`config.mk`:
```
export PLATFORM = sky130hd
export DESIGN_NAME = load_store_unit
export DESIGN_NICKNAME = d
export VERILOG_FILES = /design/src/rtl/load_store_unit.sv
export SDC_FILE = /design/constraint.sdc
export NUM_CORES = 1
export LEC_CHECK = 0
export BUFFER_PORTS_ARGS = -buffer_cell sky130_fd_sc_hd__clkbuf_2
export CORE_UTILIZATION = 37
export DETAILED_ROUTE_END_ITERATION = 10
export SLEW_MARGIN = 5
export SYNTH_ARGS = -nofsm -noshare
export SYNTH_HDL_FRONTEND = slang
export SYNTH_SLANG_ARGS = --single-unit
```
`constraint.sdc`:
```
create_clock -name clk -period 10.63 [get_ports clk]
set_input_delay 2.126 -clock clk [delete_from_list [all_inputs] [get_ports clk]]
set_output_delay 2.126 -clock clk [all_outputs]
set_load 0.005 [all_outputs]
```
`src/rtl/load_store_unit.sv`:
```
// Memory execution stage: computes base+imm, runs a byte-serial little-endian
// load or store over a synchronous RAM port, then broadcasts result and tag.
module load_store_unit #(
  parameter int         ADDR_WIDTH = 32,
  parameter logic [4:0] NOP_OP     = 5'b11111
) (
  input  logic                  clk,
  input  logic                  rst,
  input  logic                  pause,
  input  logic [4:0]            op,
  input  logic [31:0]           value1,
  input  logic [31:0]           value2,
  input  logic [31:0]           imm,
  input  logic [2:0]            des,
  output logic                  ready,
  output logic [ADDR_WIDTH-1:0] mem_a,
  output logic                  mem_wr,
  output logic [7:0]            mem_dout,
  input  logic [7:0]            mem_din,
  output logic [31:0]           result_data,
  output logic [2:0]            result_des
);

  localparam logic [4:0] OP_LB  = 5'b10010;
  localparam logic [4:0] OP_LH  = 5'b10011;
  localparam logic [4:0] OP_LW  = 5'b10100;
  localparam logic [4:0] OP_LBU = 5'b10101;
  localparam logic [4:0] OP_LHU = 5'b10110;
  localparam logic [4:0] OP_SB  = 5'b10111;
  localparam logic [4:0] OP_SW  = 5'b11001;

  typedef enum logic [1:0] {S_IDLE, S_LOAD, S_STORE} state_t;

  state_t                r_state;
  logic [4:0]            r_op;
  logic [ADDR_WIDTH-1:0] r_addr;
  logic [ADDR_WIDTH-1:0] r_mem_a;
  logic [31:0]           r_data;
  logic [31:0]           r_asm;
  logic [31:0]           r_result_data;
  logic [2:0]            r_des;
  logic [2:0]            r_result_des;
  logic [2:0]            r_cnt;
  logic                  r_mem_wr;
  logic [7:0]            r_mem_dout;

  logic                  w_accept;
  logic                  w_is_store;
  logic [ADDR_WIDTH-1:0] w_ea;
  logic [2:0]            w_n;
  logic [2:0]            w_next_cnt;
  logic                  w_last;
  logic [ADDR_WIDTH-1:0] w_next_addr;
  logic [31:0]           w_asm;
  logic [31:0]           w_load_result;
  logic [7:0]            w_store_byte;

  function automatic logic [2:0] byte_count(input logic [4:0] f_op);
    case (f_op)
      OP_LB, OP_LBU, OP_SB:  byte_count = 3'd1;
      OP_LW, OP_SW:          byte_count = 3'd4;
      default:               byte_count = 3'd2;
    endcase
  endfunction

  // NOP_OP is checked explicitly so a re-encoded NOP inside the range is still ignored.
  assign w_accept    = (op != NOP_OP) && (op >= OP_LB) && (op <= OP_SW);
  assign w_is_store  = (op >= OP_SB) && (op <= OP_SW);
  assign w_ea        = ADDR_WIDTH'(value1 + imm);
  assign w_n         = byte_count(r_op);
  assign w_next_cnt  = r_cnt + 3'd1;
  assign w_last      = (w_next_cnt == w_n);
  assign w_next_addr = r_addr + ADDR_WIDTH'(w_next_cnt);
  assign w_store_byte = r_data[{w_next_cnt[1:0], 3'b000} +: 8];

  // Incoming byte merged into its lane so the final byte is usable on the completing edge.
  generate
    for (genvar gi = 0; gi < 4; gi++) begin : g_lane
      assign w_asm[8*gi +: 8] = (r_cnt == 3'(gi)) ? mem_din : r_asm[8*gi +: 8];
    end
  endgenerate

  always_comb begin
    w_load_result = w_asm;
    case (r_op)
      OP_LB:   w_load_result = {{24{w_asm[7]}}, w_asm[7:0]};
      OP_LBU:  w_load_result = {24'd0, w_asm[7:0]};
      OP_LH:   w_load_result = {{16{w_asm[15]}}, w_asm[15:0]};
      OP_LHU:  w_load_result = {16'd0, w_asm[15:0]};
      default: w_load_result = w_asm;
    endcase
  end

  always_ff @(posedge clk or posedge rst) begin
    if (rst) begin
      r_state       <= S_IDLE;
      r_op          <= 5'd0;
      r_addr        <= '0;
      r_mem_a       <= '0;
      r_data        <= 32'd0;
      r_asm         <= 32'd0;
      r_result_data <= 32'd0;
      r_des         <= 3'd0;
      r_result_des  <= 3'd0;
      r_cnt         <= 3'd0;
      r_mem_wr      <= 1'b0;
      r_mem_dout    <= 8'd0;
    end else if (!pause) begin
      case (r_state)
        S_IDLE: begin
          r_result_des <= 3'd0;
          if (w_accept) begin
            r_op    <= op;
            r_addr  <= w_ea;
            r_data  <= value2;
            r_des   <= des;
            r_mem_a <= w_ea;
            r_cnt   <= 3'd0;
            r_asm   <= 32'd0;
            if (w_is_store) begin
              r_state    <= S_STORE;
              r_mem_wr   <= 1'b1;
              r_mem_dout <= value2[7:0];
            end else begin
              r_state  <= S_LOAD;
              r_mem_wr <= 1'b0;
            end
          end
        end
        S_LOAD: begin
          r_asm <= w_asm;
          if (w_last) begin
            r_result_data <= w_load_result;
            r_result_des  <= r_des;
            r_cnt         <= 3'd0;
            r_state       <= S_IDLE;
          end else begin
            r_cnt   <= w_next_cnt;
            r_mem_a <= w_next_addr;
          end
        end
        S_STORE: begin
          if (w_last) begin
            r_mem_wr      <= 1'b0;
            r_result_data <= 32'd0;
            r_result_des  <= r_des;
            r_cnt         <= 3'd0;
            r_state       <= S_IDLE;
          end else begin
            r_cnt      <= w_next_cnt;
            r_mem_a    <= w_next_addr;
            r_mem_dout <= w_store_byte;
          end
        end
        default: r_state <= S_IDLE;
      endcase
    end
  end

  assign ready       = (r_state == S_IDLE);
  assign mem_a       = r_mem_a;
  assign mem_wr      = r_mem_wr & ~pause;
  assign mem_dout    = r_mem_dout;
  assign result_data = r_result_data;
  assign result_des  = r_result_des;

endmodule

```
# Word-level counts from Yosys, hierarchy flattened
# Index checks and enable logic that the tools add are counted.
dict set report word_totals {
  reg_bits 185
  latch_bits 0
  mem_bits_rw 0
  mem_bits_ro 0
  inputBits 115
  out_inout_bits 77
  word_cells 94
  memories 0
}
dict set report classes {
  addsub 3
  mul 0
  n_div 0
  magnitude_cmp 3
  eq_ne 21
  shifts 1
  muxes 31
  bitwise_logic 2
  reduce_logical 21
}
# operator count
set ops {}
lappend ops {{case mux 32 bit (2 select lines)} 3}
lappend ops {{two-way mux 32 bit} 5}
lappend ops {{case mux 32 bit (4 select lines)} 1}
lappend ops {{two-way mux 8 bit} 7}
lappend ops {{equality test 5 bit, second input constant} 7}
lappend ops {{adder 32 x 3 -> 32 bit} 1}
lappend ops {{adder 32 bit} 1}
lappend ops {{indexed part select 32 x 6 -> 8 bit} 1}
lappend ops {{case mux 3 bit (2 select lines)} 3}
lappend ops {{case mux 8 bit (2 select lines)} 1}
lappend ops {{AND reduction 3 bit} 5}
lappend ops {{AND reduction 4 bit} 3}
lappend ops {{greater-or-equal comparator 5 bit, second input constant} 2}
lappend ops {{two-way mux 3 bit} 3}
lappend ops {{inequality test 2 bit, second input constant} 4}
lappend ops {{nonzero test 2 bit} 4}
lappend ops {{equality test 3 x 2 -> 1 bit, second input constant} 2}
lappend ops {{two-way mux 2 bit} 3}
lappend ops {{inequality test 2 x 1 -> 1 bit, second input constant} 3}
lappend ops {{<= comparator 5 bit, second input constant} 1}
lappend ops {{inequality test 5 bit, second input constant} 1}
lappend ops {{AND reduction 5 bit} 1}
lappend ops {{case mux 2 bit (2 select lines)} 1}
lappend ops {{OR reduction 2 bit} 2}
lappend ops {{other kinds (13)} 17}

# Longest topological paths before layout
dict set report depth {
  depth_word 6
  mapped_depth 13
  ltp_nobuf 12
}

# Worst setup path after synthesis
# OpenSTA, ideal clock, no wires.
dict set report synth_timing {
  path_kind {input -> register}
  start {in value1[0]}
  end {reg r_mem_a[18] (netlist: mem_a[18])}
  setup_time_ns 0.138
  arrival_time_ns 4.329
  t_required_ns 10.492
  path_slack_ns 6.163
  path_stages 10
  path_cell_list {ha_1 -> fa_1 -> a21o_1 -> a221oi_1 -> or3_1 -> a21oi_1 -> a221o_1 -> a21oi_1 -> xnor2_1 -> o211ai_1}
}
dict set report synth_between {
  elab_chain_len 3
}
# element line_no
set synth_lines {}
lappend synth_lines {{start: declaration} 11} ;# input logic [31:0] value1,
lappend synth_lines {{adder 32 bit} 69} ;# assign w_ea = ADDR_WIDTH'(value1 + imm);
lappend synth_lines {{two-way mux 32 bit} 112} ;# if (w_accept) begin
lappend synth_lines {{case mux 32 bit (2 select lines)} 109} ;# case (r_state)
lappend synth_lines {{end signal: assignment} 117} ;# r_mem_a <= w_ea;
lappend synth_lines {{end signal: assignment} 139} ;# r_mem_a <= w_next_addr;
lappend synth_lines {{end signal: assignment} 151} ;# r_mem_a <= w_next_addr;
lappend synth_lines {{end: declaration} 37} ;# logic [ADDR_WIDTH-1:0] r_mem_a;
# Every way passes these cells. The select of a mux whose other input is x is not followed.
# A chain may end at the register's enable or synchronous reset.

# Worst setup path in the final report
dict set report layout_timing {
  start {in pause}
  end {out mem_wr}
}
dict set report layout_between {
  elab_chain_len 2
}
# element line_no
set layout_lines {}
lappend layout_lines {{start: declaration} 9} ;# input logic pause,
lappend layout_lines {{NOT 1 bit (no line)} --}
lappend layout_lines {{bitwise AND 1 bit} 162} ;# assign mem_wr = r_mem_wr & ~pause;
lappend layout_lines {{end: declaration} 17} ;# output logic mem_wr,
# Every way passes these cells.

==> results.rst <==
.. list-table::
   :header-rows: 1

   * - Metric
     - Value
   * - Result of the run
     - completed
   * - Total number of placement rows
     - 60
   * - Core Footprint
     - 27200 µm²
   * - PD cells
     - 255 nW/µm²
   * - Via total after detailed routing
     - 8497
   * - Area share of the largest cell type after synthesis
     - 0.448
   * - CP endpoint kind
     - output pin
   * - Relative slew slack
     - 0.337
   * - Leading cell type in the layout, fill and taps excluded
     - sky130_fd_sc_hd__nand2_1
   * - Worst-case hold path end point
     - result_data[19]
   * - Nature of the critical path startpoint
     - input port
   * - Hold Crit Depth
     - 1
   * - Comb pwr share
     - 0.398
   * - Violation count after the first detailed-route iteration
     - 707
   * - Max-slew violation total from the final report
     - 0
   * - Clk slew on worst S/H paths
     - 0.07 ns
   * - Setup repair after global routing missed its margin
     - no
   * - Flip-flop and latch count after synthesis
     - 185
   * - Top Family by Delay on Critical Path
     - buffers and inverters
   * - Global Route Usage Sum
     - 0.186
   * - Worst setup skew after layout
     - 0.0149 ns
   * - Highest net fanout along the worst path
     - 5
   * - Gp weighted congestion
     - 0.857
   * - Arrival time worst endpoint
     - 2.49 ns
   * - Count of H-tree levels built during CTS
     - 4
   * - Clock tree sinks
     - 185
   * - Cells along the critical path
     - clkbuf_2 -> nor2b_1 -> clkbuf_2
   * - Vias per cell
     - 5.15
   * - Aggregate global routing overflow
     - 0
   * - Post-synthesis cell type with the largest combined area
     - sky130_fd_sc_hd__dfrtp_1
   * - Syn Inst Count
     - 1100
   * - Inserted Diodes
     - 0
   * - Initial antenna violation count
     - 0
   * - Initial Utilization
     - 0.380
   * - Port Buffers
     - 191
   * - Number of buffers added to fix hold violations after cts
     - 0
   * - Cell-internal power
     - 1.92 mW
   * - Max-capacitance violation count
     - 0
   * - Critical path required time
     - 8.50 ns
   * - Largest net degree at the start of global routing
     - 117
   * - Pre-antenna DRT Iters
     - 5
   * - Post-layout nets
     - 1425
   * - Flop-to-flop setup slack
     - 6.25 ns
   * - Worst flop-to-flop path startpoint
     - r_cnt[0]
   * - WP buf/inv
     - 2
   * - Switching share of power
     - 0.383
   * - Total count of hold-check failures in the final report
     - 0
   * - Post-synthesis async set-or-reset flop share
     - 1.00
   * - Detail-routed net length per standard cell
     - 15.7 µm
   * - Clock power share
     - 0.205
   * - Number of enable flip-flop cells after synthesis
     - 0
   * - Total of endpoints with negative setup slack in the final report
     - 0
   * - Share of cells above drive strength 1
     - 0.211
   * - Most frequently used flop master after synthesis
     - sky130_fd_sc_hd__dfrtp_1
   * - Final wirelength
     - 25900 µm
   * - Reg power frac
     - 0.398
   * - HPWL after DPL
     - 18500 µm
   * - Die area
     - 28600 µm²
   * - Biggest area contributors in the synthesized netlist
     - sky130_fd_sc_hd__dfrtp_1, sky130_fd_sc_hd__nand2_1, sky130_fd_sc_hd__ha_1
   * - Clock latency of the later-clocked register in the worst-skew pair
     - 0.43 ns
   * - Cell with the biggest individual delay on the critical path
     - sky130_fd_sc_hd__clkbuf_2
   * - Nets in the synthesized netlist
     - 1259
   * - Number of gates given a new drive strength after cts
     - 0
   * - Maximum number of buffers from clock root to sink
     - 2
   * - P_sw
     - 1.19 mW
   * - Total area of multi-input combinational cells
     - 5430 µm²
   * - Area Growth Syn to Fin
     - 18.2%
   * - Critical Path Most Common Cell
     - sky130_fd_sc_hd__clkbuf_2
   * - Share of the clock period used by the worst path
     - 0.434
   * - Storage element area
     - 4630 µm²
   * - VDD IR max
     - 0.000104 V
   * - Final routed DRC violation total
     - 0
   * - Number of filler cells placed in the layout
     - 2759
   * - Die boundary width
     - 169 µm
   * - Warnings, synthesis
     - 0
   * - Start point of the worst min-delay path
     - result_data[19]
   * - Classification of the worst setup path
     - input port to output pin
   * - Reg-to-reg critical path endpoint
     - mem_a[17]
   * - Highest cell delay on the worst timing path
     - 0.13 ns
   * - Sequential area share after synthesis
     - 0.448
   * - TritonCTS Buffers
     - 17
   * - First-pass GRT wire length
     - 42400 µm
   * - R2R cell count
     - 10
   * - Worst min-delay path class
     - register to register
   * - Instance count after placement with tap cells included
     - 1619
   * - Max Freq
     - 217 MHz
   * - Count of antenna-violating nets left after detailed routing
     - 0
   * - Netlist area before placement
     - 10300 µm²
   * - Post-CTS setup-driven buffer insertion count
     - 0
   * - Mapped Avg Cell Area
     - 9.39 µm²
   * - Via count of the first global-routing pass
     - 8242
   * - I/O pin count
     - 192
   * - Leading cell types in the layout, fill and taps excluded
     - sky130_fd_sc_hd__nand2_1, sky130_fd_sc_hd__clkbuf_2, sky130_fd_sc_hd__dfrtp_1
   * - TritonCTS clock tree
     - built
   * - Post-layout minimum cycle time
     - 4.61 ns
   * - Static Leak
     - 5.92 nW
   * - Final setup TNS
     - 0 ns
   * - Die extent in y
     - 169 µm
   * - Finished Layout Cells
     - 1650
   * - Distinct cell type count after synthesis
     - 62
   * - Library cell used as clock root buffer
     - sky130_fd_sc_hd__clkbuf_16
   * - Actual slew at the worst max-slew pin
     - 0.995 ns
==> cell families (layout without fill, tap and decap cells) <==
family,Yosys count,after routing,share of synthesized area
compound gates,276,276,0.170
xor+xnor,64,64,0.0543
fa+ha+maj,44,44,0.0548
buf+inv,69,247,0.0271
flops,185,185,0.448
mux,70,70,0.0800
simple gates,392,392,0.166
==> per-stage QoR <==
stage | hold WS, ns | area, µm² | power (mW) | setup slack (ns) | utilization
after global routing | 0.489 | 12200 | 3.35 | 5.76 | 0.449
after detailed placement | 0.462 | 11600 | 2.50 | 5.74 | 0.428
after CTS | 0.479 | 12200 | 3.14 | 6.01 | 0.449
final | 0.473 | 12200 | 3.11 | 6.02 | 0.449
after global placement | 0.453 | 11600 | 2.47 | 5.75 | 0.428
after floorplan | 0.440 | 10300 | 2.08 | 3.48 | -
==> sequential cells by signal, indices dropped and copies added, names as in the netlist <==
signal       flops
r_mem_wr         1
mem_a           32
r_op             5
r_addr          32
r_asm           32
result_des       3
result_data     32
r_state          2
mem_dout         8
r_data          32
r_cnt            3
r_des            3
==> worst max path at each step <==
stage                     slack, ns      start  cells past startpoint        end
after floorplan                3.48        rst                      1   mem_a[0]
after global placement         5.75  value1[0]                     11  mem_a[18]
after detailed placement       5.74  value1[0]                     11  mem_a[18]
after CTS                      6.01      pause                      3     mem_wr
after global routing           5.76   r_cnt[0]                     10  mem_a[22]
final                          6.02      pause                      3     mem_wr
==> power by group through the flow <==
stage / Combinational [mW] / Sequential [mW] / Clock (mW)
final: 1.24 / 1.24 / 0.636
after global routing: 1.40 / 1.28 / 0.678
after CTS: 1.26 / 1.24 / 0.652
after detailed placement: 1.25 / 1.25 / 0
after global placement: 1.23 / 1.24 / 0
after floorplan: 0.896 / 1.19 / 0
==> synthesized netlist by cell type, types with 6 or more instances <==
library cell / number
sky130_fd_sc_hd__a211oi_1: 20
sky130_fd_sc_hd__a21o_1: 31
sky130_fd_sc_hd__a21oi_1: 58
sky130_fd_sc_hd__a22o_1: 11
sky130_fd_sc_hd__buf_1: 8
sky130_fd_sc_hd__buf_2: 11
sky130_fd_sc_hd__clkbuf_1: 35
sky130_fd_sc_hd__dfrtp_1: 185
sky130_fd_sc_hd__ha_1: 42
sky130_fd_sc_hd__inv_1: 11
sky130_fd_sc_hd__mux2_2: 16
sky130_fd_sc_hd__mux2i_1: 46
sky130_fd_sc_hd__mux4_2: 6
sky130_fd_sc_hd__nand2_1: 235
sky130_fd_sc_hd__nand3_1: 44
sky130_fd_sc_hd__nand4_1: 15
sky130_fd_sc_hd__nor2_1: 49
sky130_fd_sc_hd__nor2b_1: 6
sky130_fd_sc_hd__nor3_1: 6
sky130_fd_sc_hd__o211ai_1: 8
sky130_fd_sc_hd__o21a_1: 11
sky130_fd_sc_hd__o21ai_0: 86
sky130_fd_sc_hd__o31ai_1: 17
sky130_fd_sc_hd__xnor2_1: 36
sky130_fd_sc_hd__xor2_1: 28
==> metal layers <==
| metal | global-route usage | part of all wire |
|---|---|---|
| met1 | 0.252 | 0.47 |
| met2 | 0.307 | 0.48 |
| met3 | 0.0283 | 0.035 |
| met4 | 0.0584 | 0.017 |
| met5 | 0 | 0 |
==> final cells by class <==
cell class              count  area share
flip-flops and latches    185       0.379
multi-input cells         846       0.445
clock inverters            12      0.0114
inverters                  14     0.00492
repair buffers            202      0.0851
clock buffers              19      0.0363
well taps                 372      0.0381
No activity file was read; power rests on OpenSTA's default activity.
